--- config.mk ---
export PLATFORM = sky130hd
export DESIGN_NAME = friscv_wb_arbiter
export DESIGN_NICKNAME = d
export VERILOG_FILES = /design/src/rtl/friscv_wb_arbiter.sv
export SDC_FILE = /design/constraint.sdc
export NUM_CORES = 1
export LEC_CHECK = 0
export CAP_MARGIN = 20
export CORE_ASPECT_RATIO = 1.75
export CORE_MARGIN = 10
export CORE_UTILIZATION = 35
export DETAILED_ROUTE_END_ITERATION = 10
export SETUP_SLACK_MARGIN = 0.15
export SLEW_MARGIN = 25
export SYNTH_ARGS = -nofsm -noshare
export SYNTH_HDL_FRONTEND = slang
export SYNTH_SLANG_ARGS = --single-unit
--- constraint.sdc ---
create_clock -name aclk -period 3 [get_ports aclk]
set_input_delay 0.45 -clock aclk [delete_from_list [all_inputs] [get_ports aclk]]
set_output_delay 0.45 -clock aclk [all_outputs]
set_load 0.05 [all_outputs]
--- src/rtl/friscv_wb_arbiter.sv ---
// Write-back arbiter for the processing stage. The ALU and memfy streams each
// queue write-backs in a small FIFO, and a round-robin arbiter drains one
// entry per cycle onto the registered integer register-file write port.

// Small synchronous FIFO holding one requester's pending write-backs.
module friscv_wb_arbiter_fifo #(
    parameter int WIDTH      = 41,
    parameter int FIFO_DEPTH = 2
)(
    input  logic             aclk,
    input  logic             srst,
    input  logic             push,
    input  logic [WIDTH-1:0] push_data,
    input  logic             pop,
    output logic [WIDTH-1:0] head_data,
    output logic             head_valid,
    output logic             not_full
);

    localparam int PW = $clog2(FIFO_DEPTH);
    localparam int CW = $clog2(FIFO_DEPTH + 1);
    localparam logic [CW-1:0] DEPTH_C = CW'(FIFO_DEPTH);

    logic [WIDTH-1:0] mem_r [FIFO_DEPTH];
    logic [PW-1:0]    wptr_r;
    logic [PW-1:0]    rptr_r;
    logic [CW-1:0]    count_r;

    // Storage array: written on push only, contents are irrelevant while empty.
    always_ff @(posedge aclk) begin
        if (push) begin
            mem_r[wptr_r] <= push_data;
        end
    end

    // Pointers and occupancy; depth is a power of two so pointers wrap naturally.
    always_ff @(posedge aclk) begin
        if (srst) begin
            wptr_r  <= {PW{1'b0}};
            rptr_r  <= {PW{1'b0}};
            count_r <= {CW{1'b0}};
        end else begin
            if (push) begin
                wptr_r <= wptr_r + PW'(1);
            end
            if (pop) begin
                rptr_r <= rptr_r + PW'(1);
            end
            case ({push, pop})
                2'b10:   count_r <= count_r + CW'(1);
                2'b01:   count_r <= count_r - CW'(1);
                default: count_r <= count_r;
            endcase
        end
    end

    assign head_data  = mem_r[rptr_r];
    assign head_valid = (count_r != {CW{1'b0}});
    // Ready comes from the count before the edge: no same-cycle bypass when full.
    assign not_full   = (count_r < DEPTH_C);

endmodule

// Top level: two requester FIFOs, round-robin grant, registered write port.
module friscv_wb_arbiter #(
    parameter int XLEN       = 32,
    parameter int FIFO_DEPTH = 2
)(
    input  logic              aclk,
    input  logic              srst,
    input  logic              alu_wb_valid,
    output logic              alu_wb_ready,
    input  logic [4:0]        alu_wb_addr,
    input  logic [XLEN-1:0]   alu_wb_val,
    input  logic [XLEN/8-1:0] alu_wb_strb,
    input  logic              memfy_wb_valid,
    output logic              memfy_wb_ready,
    input  logic [4:0]        memfy_wb_addr,
    input  logic [XLEN-1:0]   memfy_wb_val,
    input  logic [XLEN/8-1:0] memfy_wb_strb,
    output logic              rf_wr,
    output logic [4:0]        rf_addr,
    output logic [XLEN-1:0]   rf_val,
    output logic [XLEN/8-1:0] rf_strb,
    output logic              wb_empty
);

    localparam int SW = XLEN / 8;
    localparam int EW = 5 + XLEN + SW;

    typedef enum logic {
        GRANT_ALU   = 1'b0,
        GRANT_MEMFY = 1'b1
    } grant_t;

    logic          alu_push_s;
    logic          memfy_push_s;
    logic [EW-1:0] alu_head_s;
    logic [EW-1:0] memfy_head_s;
    logic          alu_head_valid_s;
    logic          memfy_head_valid_s;
    logic          grant_alu_s;
    logic          grant_memfy_s;

    grant_t          last_grant_r;
    logic            rf_wr_r;
    logic [4:0]      rf_addr_r;
    logic [XLEN-1:0] rf_val_r;
    logic [SW-1:0]   rf_strb_r;

    // Writes to x0 complete the handshake but are dropped before the FIFO.
    assign alu_push_s   = alu_wb_valid & alu_wb_ready & (alu_wb_addr != 5'd0);
    assign memfy_push_s = memfy_wb_valid & memfy_wb_ready & (memfy_wb_addr != 5'd0);

    friscv_wb_arbiter_fifo #(
        .WIDTH      (EW),
        .FIFO_DEPTH (FIFO_DEPTH)
    ) u_alu_fifo (
        .aclk       (aclk),
        .srst       (srst),
        .push       (alu_push_s),
        .push_data  ({alu_wb_addr, alu_wb_val, alu_wb_strb}),
        .pop        (grant_alu_s),
        .head_data  (alu_head_s),
        .head_valid (alu_head_valid_s),
        .not_full   (alu_wb_ready)
    );

    friscv_wb_arbiter_fifo #(
        .WIDTH      (EW),
        .FIFO_DEPTH (FIFO_DEPTH)
    ) u_memfy_fifo (
        .aclk       (aclk),
        .srst       (srst),
        .push       (memfy_push_s),
        .push_data  ({memfy_wb_addr, memfy_wb_val, memfy_wb_strb}),
        .pop        (grant_memfy_s),
        .head_data  (memfy_head_s),
        .head_valid (memfy_head_valid_s),
        .not_full   (memfy_wb_ready)
    );

    // Round-robin grant: on contention the requester not served last wins.
    always_comb begin
        grant_alu_s   = 1'b0;
        grant_memfy_s = 1'b0;
        case ({alu_head_valid_s, memfy_head_valid_s})
            2'b10: begin
                grant_alu_s   = 1'b1;
                grant_memfy_s = 1'b0;
            end
            2'b01: begin
                grant_alu_s   = 1'b0;
                grant_memfy_s = 1'b1;
            end
            2'b11: begin
                if (last_grant_r == GRANT_MEMFY) begin
                    grant_alu_s   = 1'b1;
                    grant_memfy_s = 1'b0;
                end else begin
                    grant_alu_s   = 1'b0;
                    grant_memfy_s = 1'b1;
                end
            end
            default: begin
                grant_alu_s   = 1'b0;
                grant_memfy_s = 1'b0;
            end
        endcase
    end

    // Register the popped head onto the write port; payload holds when idle.
    always_ff @(posedge aclk) begin
        if (srst) begin
            rf_wr_r      <= 1'b0;
            rf_addr_r    <= 5'd0;
            rf_val_r     <= {XLEN{1'b0}};
            rf_strb_r    <= {SW{1'b0}};
            last_grant_r <= GRANT_MEMFY;
        end else if (grant_alu_s) begin
            rf_wr_r                           <= 1'b1;
            {rf_addr_r, rf_val_r, rf_strb_r}  <= alu_head_s;
            last_grant_r                      <= GRANT_ALU;
        end else if (grant_memfy_s) begin
            rf_wr_r                           <= 1'b1;
            {rf_addr_r, rf_val_r, rf_strb_r}  <= memfy_head_s;
            last_grant_r                      <= GRANT_MEMFY;
        end else begin
            rf_wr_r <= 1'b0;
        end
    end

    assign rf_wr    = rf_wr_r;
    assign rf_addr  = rf_addr_r;
    assign rf_val   = rf_val_r;
    assign rf_strb  = rf_strb_r;
    // Drain/fence status: nothing queued and no write on the port this cycle.
    assign wb_empty = ~alu_head_valid_s & ~memfy_head_valid_s & ~rf_wr_r;

endmodule

# Word-level counts from Yosys, hierarchy flattened

Memories as Yosys holds them, arrays and structs flattened. A register that Yosys moved wholly into a read port is not among the register bits.
Index checks and enable logic that the tools add are counted.

Add/subtract/negate cells: 8
Magnitude comparators: 2
Equal/unequal tests: 7
Muxes and demuxes: 24
Bitwise gates (word level): 9
Reductions and logical operators: 7

Operators with widths:

| cell                                                                   | count |
|---|---|
| 32-bit two-way mux                                                     | 2 |
| 1-bit two-way mux                                                      | 14 |
| 5-bit two-way mux                                                      | 2 |
| 2-bit nonzero test                                                     | 5 |
| 5-bit nonzero test                                                     | 2 |
| 2-bit equality test (second input constant)                            | 4 |
| 4-bit two-way mux                                                      | 2 |
| 2-bit case mux with 2 select lines                                     | 2 |
| 1-bit bitwise AND                                                      | 6 |
| 2-bit by 1-bit equality test with 1-bit output (second input constant) | 3 |
| 1-bit adder (second input constant)                                    | 4 |
| 2-bit by 1-bit adder with 2-bit output (second input constant)         | 2 |
| 2-bit less-than comparator (second input constant)                     | 2 |
| 1-bit case mux with 2 select lines                                     | 2 |
| 2-bit by 1-bit subtractor with 2-bit output (second input constant)    | 2 |
| 1-bit inverter                                                         | 3 |

Register bits after elaboration: 51
RAM bits: 164
Input bits: 86
Output and inout port bits: 45
Word-level logic and storage cells: 70
Memories: 2

Memory list:

| memory             | words | bits a word | rd ports | clocked after Yosys merged registers in | wr ports | RTL line | source |
|---|---|---|---|---|---|---|---|
| u_alu_fifo.mem_r   | 2     | 41          | 1        | 1                                       | 1        | 24       | `logic [WIDTH-1:0] mem_r [FIFO_DEPTH];` |
| u_memfy_fifo.mem_r | 2     | 41          | 1        | 1                                       | 1        | 24       |  |

# Logic depth before layout (Yosys ltp)

Depth in word-level cells: 5
Mapped depth: 8
Mapped depth without buffers: 7

# Cells and area by module

Synthesis repeated with hierarchy kept, for this count alone.

Cell total of the unflattened synthesis: 595
Area, all modules: 8693.3 sq um

By module, submodules not included:

| module                 | times used | cells each | area an instance (sq um) | sequential area each (sq um) |
|---|---|---|---|---|
| friscv_wb_arbiter_fifo | 2          | 150        | 3151.8                   | 2562.5 |
| friscv_wb_arbiter      | 1          | 295        | 2389.8                   | 860.8 |

# Worst setup path after synthesis

Ideal clock, no wire load.

Path kind: register -> register
Start: register u_alu_fifo.count_r[1]
End: memory u_alu_fifo.mem_r[0][0], enable pin
Library setup time: 440 ps
Arrival time: 2680 ps
Required time: 2560 ps
Setup slack: -119 ps
Cell stages (with the launch flop): 4
Buffers on the path: 0
Period minus slack after synthesis: 3119 ps
Cells stage by stage: dfxtp_1 > inv_1 > o211ai_4 > nor2_1

Word-level cells in the longest chain between the ends: 5

RTL lines:

| what                                    | RTL line | source |
|---|---|---|
| start: declaration                      | 27       | `logic [CW-1:0] count_r;` |
| start signal: assignment                | 41       | `count_r <= {CW{1'b0}};` |
| start signal: assignment                | 50       | `2'b10: count_r <= count_r + CW'(1);` |
| start signal: assignment                | 51       | `2'b01: count_r <= count_r - CW'(1);` |
| 2-bit less-than comparator              | 60       | `assign not_full = (count_r < DEPTH_C);` |
| via alu_wb_ready                        | 72       | `output logic alu_wb_ready,` |
| 1-bit bitwise AND (2 in series)         | 112      | `assign alu_push_s = alu_wb_valid & alu_wb_ready & (alu_wb_addr != 5'd0);` |
| 1-bit two-way mux                       | 31       | `if (push) begin` |
| 1-bit two-way mux (not written as such) | 32       | `mem_r[wptr_r] <= push_data;` |
| end: declaration                        | 24       |  |

The timed path passes the listed nets, and every way through them passes these cells.

# Final worst setup path

Start: register u_memfy_fifo.count_r[0]
End: output port wb_empty

Word-level cells in the longest chain between the ends: 4

RTL lines:

| what                            | RTL line | source |
|---|---|---|
| start: declaration              | 27       |  |
| start signal: assignment        | 41       |  |
| start signal: assignment        | 50       |  |
| start signal: assignment        | 51       |  |
| 2-bit nonzero test              | 58       | `assign head_valid = (count_r != {CW{1'b0}});` |
| 1-bit inverter                  | 198      | `assign wb_empty = ~alu_head_valid_s & ~memfy_head_valid_s & ~rf_wr_r;` |
| 1-bit bitwise AND (2 in series) | 198      |  |
| end: declaration                | 85       | `output logic wb_empty` |

No other way between the ends.

==> impl_metrics.env <==
export IMPL_routed_via_density=4.80
export IMPL_final_nets=688
export IMPL_max_slew_worst_pin_slew_ps=800
export IMPL_numPortBuffers=130
export IMPL_post_layout_total_power_uw=9890
export IMPL_place_congestion=0.748
export IMPL_antenna_found_initial=0
export IMPL_cts_root_buffer_cell="clkbuf_16"
export IMPL_drt_iter0_markers=229
export IMPL_cts_hold_buffers_added=0
export IMPL_hold_path_cell_count=1
export IMPL_ant_nets=0
export IMPL_postCtsSetupBuffers=0
export IMPL_grt_ovfl_total=0
export IMPL_postSynth_asyncResetShare_pct=0
export IMPL_max_cap_violations=0
export IMPL_postCtsResizedCells=0
export IMPL_num_io_pins=131
export IMPL_drt_wirelength_per_cell_um=21.0
export IMPL_area_of_placed_instances_um2=9890
export IMPL_unrepaired_setup_endpoints_after_global_routing="false"
export IMPL_area_growth_pct=29.8
export IMPL_outcome="completed"
export IMPL_min_delay_path_class="flop to flop"
export IMPL_critical_path_reg2reg_endpoint="rf_val[30]"
export IMPL_area_taken_by_multi_input_logic_gates_um2=2000
export IMPL_synth_flop_cell="edfxtp_1"
export IMPL_cts_tree="built"
export IMPL_synth_area_per_cell_um2=17.7
export IMPL_crit_path_top_delay_cell="clkdlybuf4s50_1"
export IMPL_setup_violations=0
export IMPL_hpwl_mm=13.4
export IMPL_critical_path_n_buffers_inverters=1
export IMPL_worst_reg_to_reg_setup_slack_ps=1070
export IMPL_fp_dieArea_um2=29900
export IMPL_cts_root_to_sink_buffers=3
export IMPL_rows=73
export IMPL_synth_enable_flop_cells=164
export IMPL_timing_final_crit_period_ps=2720
export IMPL_power_density_cell_area_nw_per_um2=940
export IMPL_ys_seq_elements=217
export IMPL_hold_viol=0
export IMPL_die_y_extent_um=221
export IMPL_crit_arrival_ps=2270
export IMPL_register_area_um2=5990
export IMPL_maxSlewViolCount=0
export IMPL_post_synth_inst_count=457
export IMPL_final_instance_count_excl_fill=914
export IMPL_drive_above_1_share_pct=10.6
export IMPL_timing_slew_headroom_pct=46.7
export IMPL_endpoint_kind="output port"
export IMPL_route_vias_total=4385
export IMPL_htree_levels=1
export IMPL_crit_required_ps=2550
export IMPL_grt_usage_pct=12.6
export IMPL_cts_clk_slew_worst_paths_ps=60
export IMPL_cts_buffers_inserted=21
export IMPL_timing_critical_path_from_type="flop"
export IMPL_core_area_um2=22700
export IMPL_final_instance_area_um2=10500
export IMPL_placed_cells=877
export IMPL_pre_cts_slack_ps=274
export IMPL_synthesized_area_um2=8100
export IMPL_setup_ws_ps=281
export IMPL_min_from="rf_strb[3]"
export IMPL_rr_startpoint="u_memfy_fifo.count_r[0]"
export IMPL_r2r_cells=5
export IMPL_postRouteWirelength_mm=19.2
export IMPL_power_leakage_uw=0.00373
export IMPL_die_width_um=135
export IMPL_pin_count_of_the_biggest_net_entering_global_routing=43
export IMPL_fillers=1989
export IMPL_synth_warning_count=0
export IMPL_cts_num_sinks=217
export IMPL_drt_drc_violations_left=0
export IMPL_first_pass_grt_wire_length_mm=29.0
export IMPL_insertedDiodeCount=0
export IMPL_grt_pass1_vias=4906
export IMPL_synth_fp_nets=545
export IMPL_fmax_ghz=0.368
export IMPL_critPathKind="flop to output port"
export IMPL_finClkSkew_ps=7.23
export IMPL_peakVddDrop_v=0.000637
export IMPL_slowest_delay_ps=820
export IMPL_clk_insertion_delay_late_ps=480
export IMPL_critical_path_peak_fanout=10
export IMPL_synthDistinctLibCells=27
export IMPL_synth_seq_area_share_pct=73.9
export IMPL_hold_path_endpoint="rf_strb[3]"
export IMPL_critical_path_top_delay_family="buffers and inverters"
export IMPL_fin_crit_sh_pct=90.6
export IMPL_first_pass_iters=4
export IMPL_crit_chain="nor2_4, nand2_2, nor2_1, clkdlybuf4s50_1"
export IMPL_initial_core_util_pct=35.6
export IMPL_critical_path_start="u_memfy_fifo.count_r[0]"
metrics by stage:
step,utilization [%],hold slack (ps),TNS [ps]
6_report,46.3,485,0
5_1_grt,46.3,498,0
4_1_cts,46.3,482,0
3_5_place_dp,43.5,458,0
3_3_place_gp,43.1,467,0
2_1_floorplan,-,472,-9780
cell families after synthesis:
kind of cell | count (synthesis) | share of synthesized area [%]
buffers and inverters | 29 | 1.98
XOR/XNOR | 8 | 0.865
AND/OR/NAND/NOR | 31 | 2.12
adder cells (fa/ha/maj) | 2 | 0.309
flip-flops | 217 | 73.9
AO/OA/AOI/OAI | 51 | 6.18
multiplexers | 119 | 14.7
synthesized netlist by cell type, types with 2 or more instances:
master / number / area [um2]
mux2i_1: 119 / 1190
xnor2_1: 5 / 43.8
inv_1: 4 / 15.0
buf_4: 7 / 52.6
clkbuf_1: 2 / 7.51
edfxtp_1: 164 / 4920
or4_4: 2 / 22.5
a21oi_1: 3 / 15.0
nor2_1: 19 / 71.3
a2111oi_2: 3 / 45.0
o21ai_0: 2 / 10.0
xor2_1: 3 / 26.3
and3_1: 4 / 25.0
or3_1: 2 / 12.5
o211ai_4: 2 / 42.5
ha_1: 2 / 25.0
nor2_4: 3 / 33.8
dfxtp_1: 53 / 1060
a22o_1: 37 / 324
buf_2: 14 / 70.1
flip-flops by register name, summed over array words and instances (netlist names), named ones only:
register,flops
last_grant_r,1
rf_addr,5
rf_strb,4
rf_val,32
rf_wr,1
u_alu_fifo.count_r,2
u_alu_fifo.mem_r,82
u_alu_fifo.rptr_r,1
u_alu_fifo.wptr_r,1
u_memfy_fifo.count_r,2
u_memfy_fifo.mem_r,82
u_memfy_fifo.rptr_r,1
u_memfy_fifo.wptr_r,1
power breakdown:
part	leakage [uW]	switching (uW)	internal, uW
Clock	0.000312	1050	1400
Combinational	0.00145	1940	1310
Sequential	0.00197	308	3880
cell usage in the layout (no fill, tap or decap), types with 5 or more instances in the layout:
master and n:
edfxtp_1 164, clkbuf_16 21, nor2_1 15, mux2i_1 119, nor2_4 7, dfxtp_1 51
xnor2_1 5, buf_4 8, a22o_1 37, clkdlybuf4s50_1 130, clkinv_2 6, clkbuf_1 6
worst max-delay path by stage:
stage / endpoint / slack (ps) / depth (start not counted)
global route: wb_empty / 180 / 4
global placement: u_alu_fifo.mem_r[1][1] / 190 / 5
finish: wb_empty / 280 / 4
CTS: wb_empty / 250 / 4
detailed placement: u_alu_fifo.count_r[1] / 270 / 6
floorplan: u_alu_fifo.mem_r[0][0] / -120 / 3
worst reg2reg max path, delay by kind of cell, from the launching register on:
family / cells / cell delay [ps]
buf+inv: 1 / 640
flops: 1 / 450
compound gates: 2 / 340
simple gates: 1 / 110
mux: 1 / 290
per-layer routing:
metal,GRT usage [%],share of wire (%),up-vias
li1,-,-,2050
met1,13.4,37,2191
met2,24.1,56,117
met3,2.47,5.0,27
met4,3.55,2.0,0
met5,0,0,-
cell type report:
cell class              count  share of cell area [%]
repair buffers            144                    14.3
well taps                 300                    3.57
clock inverters             9                   0.678
clock buffers              28                    5.34
inverters                   5                   0.178
flip-flops and latches    217                    56.9
multi-input cells         211                    19.0
Power figures use the tool's default switching activity.
==> edit, RTL diff (same settings) <==
Set the parameter `XLEN` to 48 (it was 32).
--- a/src/rtl/friscv_wb_arbiter.sv
+++ b/src/rtl/friscv_wb_arbiter.sv
@@ -65,3 +65,3 @@
 module friscv_wb_arbiter #(
-    parameter int XLEN       = 32,
+    parameter int XLEN       = 48,
     parameter int FIFO_DEPTH = 2
Ports: changed (6 resized); port bits go from 131 to 185. The function was not compared with the original's and may differ.
==> edit against the original RTL <==
  * Area after synthesis rose by 40%
  * Sequential share of layout area rose by 1.5 points
  * Routed wire length up 48%
  * Total power grew 44%
  * Worst setup slack improved by 0.11 ns
  * Sequential cell count increased by 90
  * Die area grew 35%
  * Cell area grew 39%
  * Critical path depth unchanged
  * Largest cell class unchanged
==> edit: results (changes against the original RTL) <==
Synthesis
  • Sequential share of the synthesized area: 75.1% (was 73.9%)
  • Most frequent cells after synthesis: edfxtp_1 (236), a2111oi_0 (96), nor2_1 (74) (was edfxtp_1 (164), mux2i_1 (119), dfxtp_1 (53))
  • Synth top area cells: edfxtp_1 (63%), dfxtp_1 (13%), a2111oi_0 (7.4%), mux2i_1 (5.2%), nor2b_1 (3.3%) (was edfxtp_1 (61%), mux2i_1 (15%), dfxtp_1 (13%), a22o_1 (4.0%), nor2_1 (0.88%))
  • Post-synth EDFFs: 236 (was 164)
  • Syn nets: 825 (was 545)

Hold path
  • Worst Hold Class: in2reg (was reg2reg)
  • Hold path endpoint: u_alu_fifo.rptr_r (was rf_strb[3])
  • Hold Crit Start: srst (was rf_strb[3])
  • WHS Path Cells: 2 (was 1)

Routing
  • Pre-antenna DRT Iters: 5 (was 4)
  • Routed wire per std cell: 21.8 um (was 21.0 um)
  • Via count: 6596 (was 4385)
  • Initial DRC count: 266 (was 229)

Run status
  • Status: finished, final reports clean (unchanged)

Global routing
  • Initial antenna violation count: 2 (was 0)
  • First-pass GRT wire length: 43.0 mm (was 29.0 mm)
  • Number of global-route vias before repair: 7058 (was 4906)
  • Pin count of the biggest net entering global routing: 83 (was 43)

Power
  • Switch Pwr: 0.00499 W (was 0.00330 W)
  • Leak: 4.73 nW (was 3.73 nW)
  • Final Power: 0.0143 W (was 0.00989 W)

Timing
  • Relative slew slack: 42.5% (was 46.7%)
  • Setup Skew: 0.0146 ns (was 0.00723 ns)

Worst setup path
  • Reg2reg end: rf_val[16] (was rf_val[30])
  • Flop2flop setup slack: 0.67 ns (was 1.07 ns)

Layout
  • Fraction of layout instances using a drive strength above 1: 7.78% (was 10.6%)

Placed design
  • DP Wirelength: 18.4 mm (was 13.4 mm)
  • Placed Cells: 1248 (was 877)
  • Pre-CTS setup slack: 0.109 ns (was 0.274 ns)
edit: cell count changes after synthesis, moves of 3 or more:
cell / delta
a2111oi_0: +96
edfxtp_1: +72
mux2i_1: -60
nor2b_1: +59
nor2_1: +55
a22o_1: -37
clkbuf_1: +25
a2111oi_1: +22
dfxtp_1: +18
and3_1: -4
a2111oi_2: -3
buf_6: +3
clkbuf_2: +3
nor2_4: -3
edit: layout make-up:
cell class	instances	area share (%)
antenna	2	0.0343
clock buffer	42	5.38
clock inverter	10	1.12
inverter	4	0.103
multi-input combinational	337	17.6
sequential	307	58.4
tap	400	3.43
timing repair buffer	200	13.9
edit: cell families (layout without fill, tap and decap cells):
family                     after synthesis  after routing  synth area share [%]
buffers and inverters                   57            256                  2.53
muxes                                   59             59                  5.21
adders and majority gates                2              2                 0.221
AOI/OAI and AO/OA                      127            127                  10.0
DFF                                    307            307                  75.1
and+or+nand+nor                        141            141                  6.26
other                                    0              2                     0
xor gates and xnor gates                 8              8                 0.619
edit: layer usage:
layer  vias to the layer above  track usage, %  share of wire, %
met4                         0            6.00               3.3
met1                      3270            15.5                38
met5                         -               0                 0
li1                       3123               -                 -
met2                       160            25.0                54
met3                        43            2.71               4.9
edit: worst max-delay path by stage:
stage                       startpoint                       end  slack, ns  cells after the start
3_5_place_dp            alu_wb_addr[3]     u_alu_fifo.count_r[1]       0.11                      6
5_1_grt        u_memfy_fifo.count_r[1]                  wb_empty       0.28                      4
3_3_place_gp            alu_wb_addr[0]     u_alu_fifo.count_r[1]       0.13                      6
2_1_floorplan  u_memfy_fifo.count_r[1]  u_memfy_fifo.mem_r[1][0]       0.07                      3
6_report       u_memfy_fifo.count_r[1]                  wb_empty       0.39                      4
4_1_cts        u_memfy_fifo.count_r[1]                  wb_empty       0.35                      4
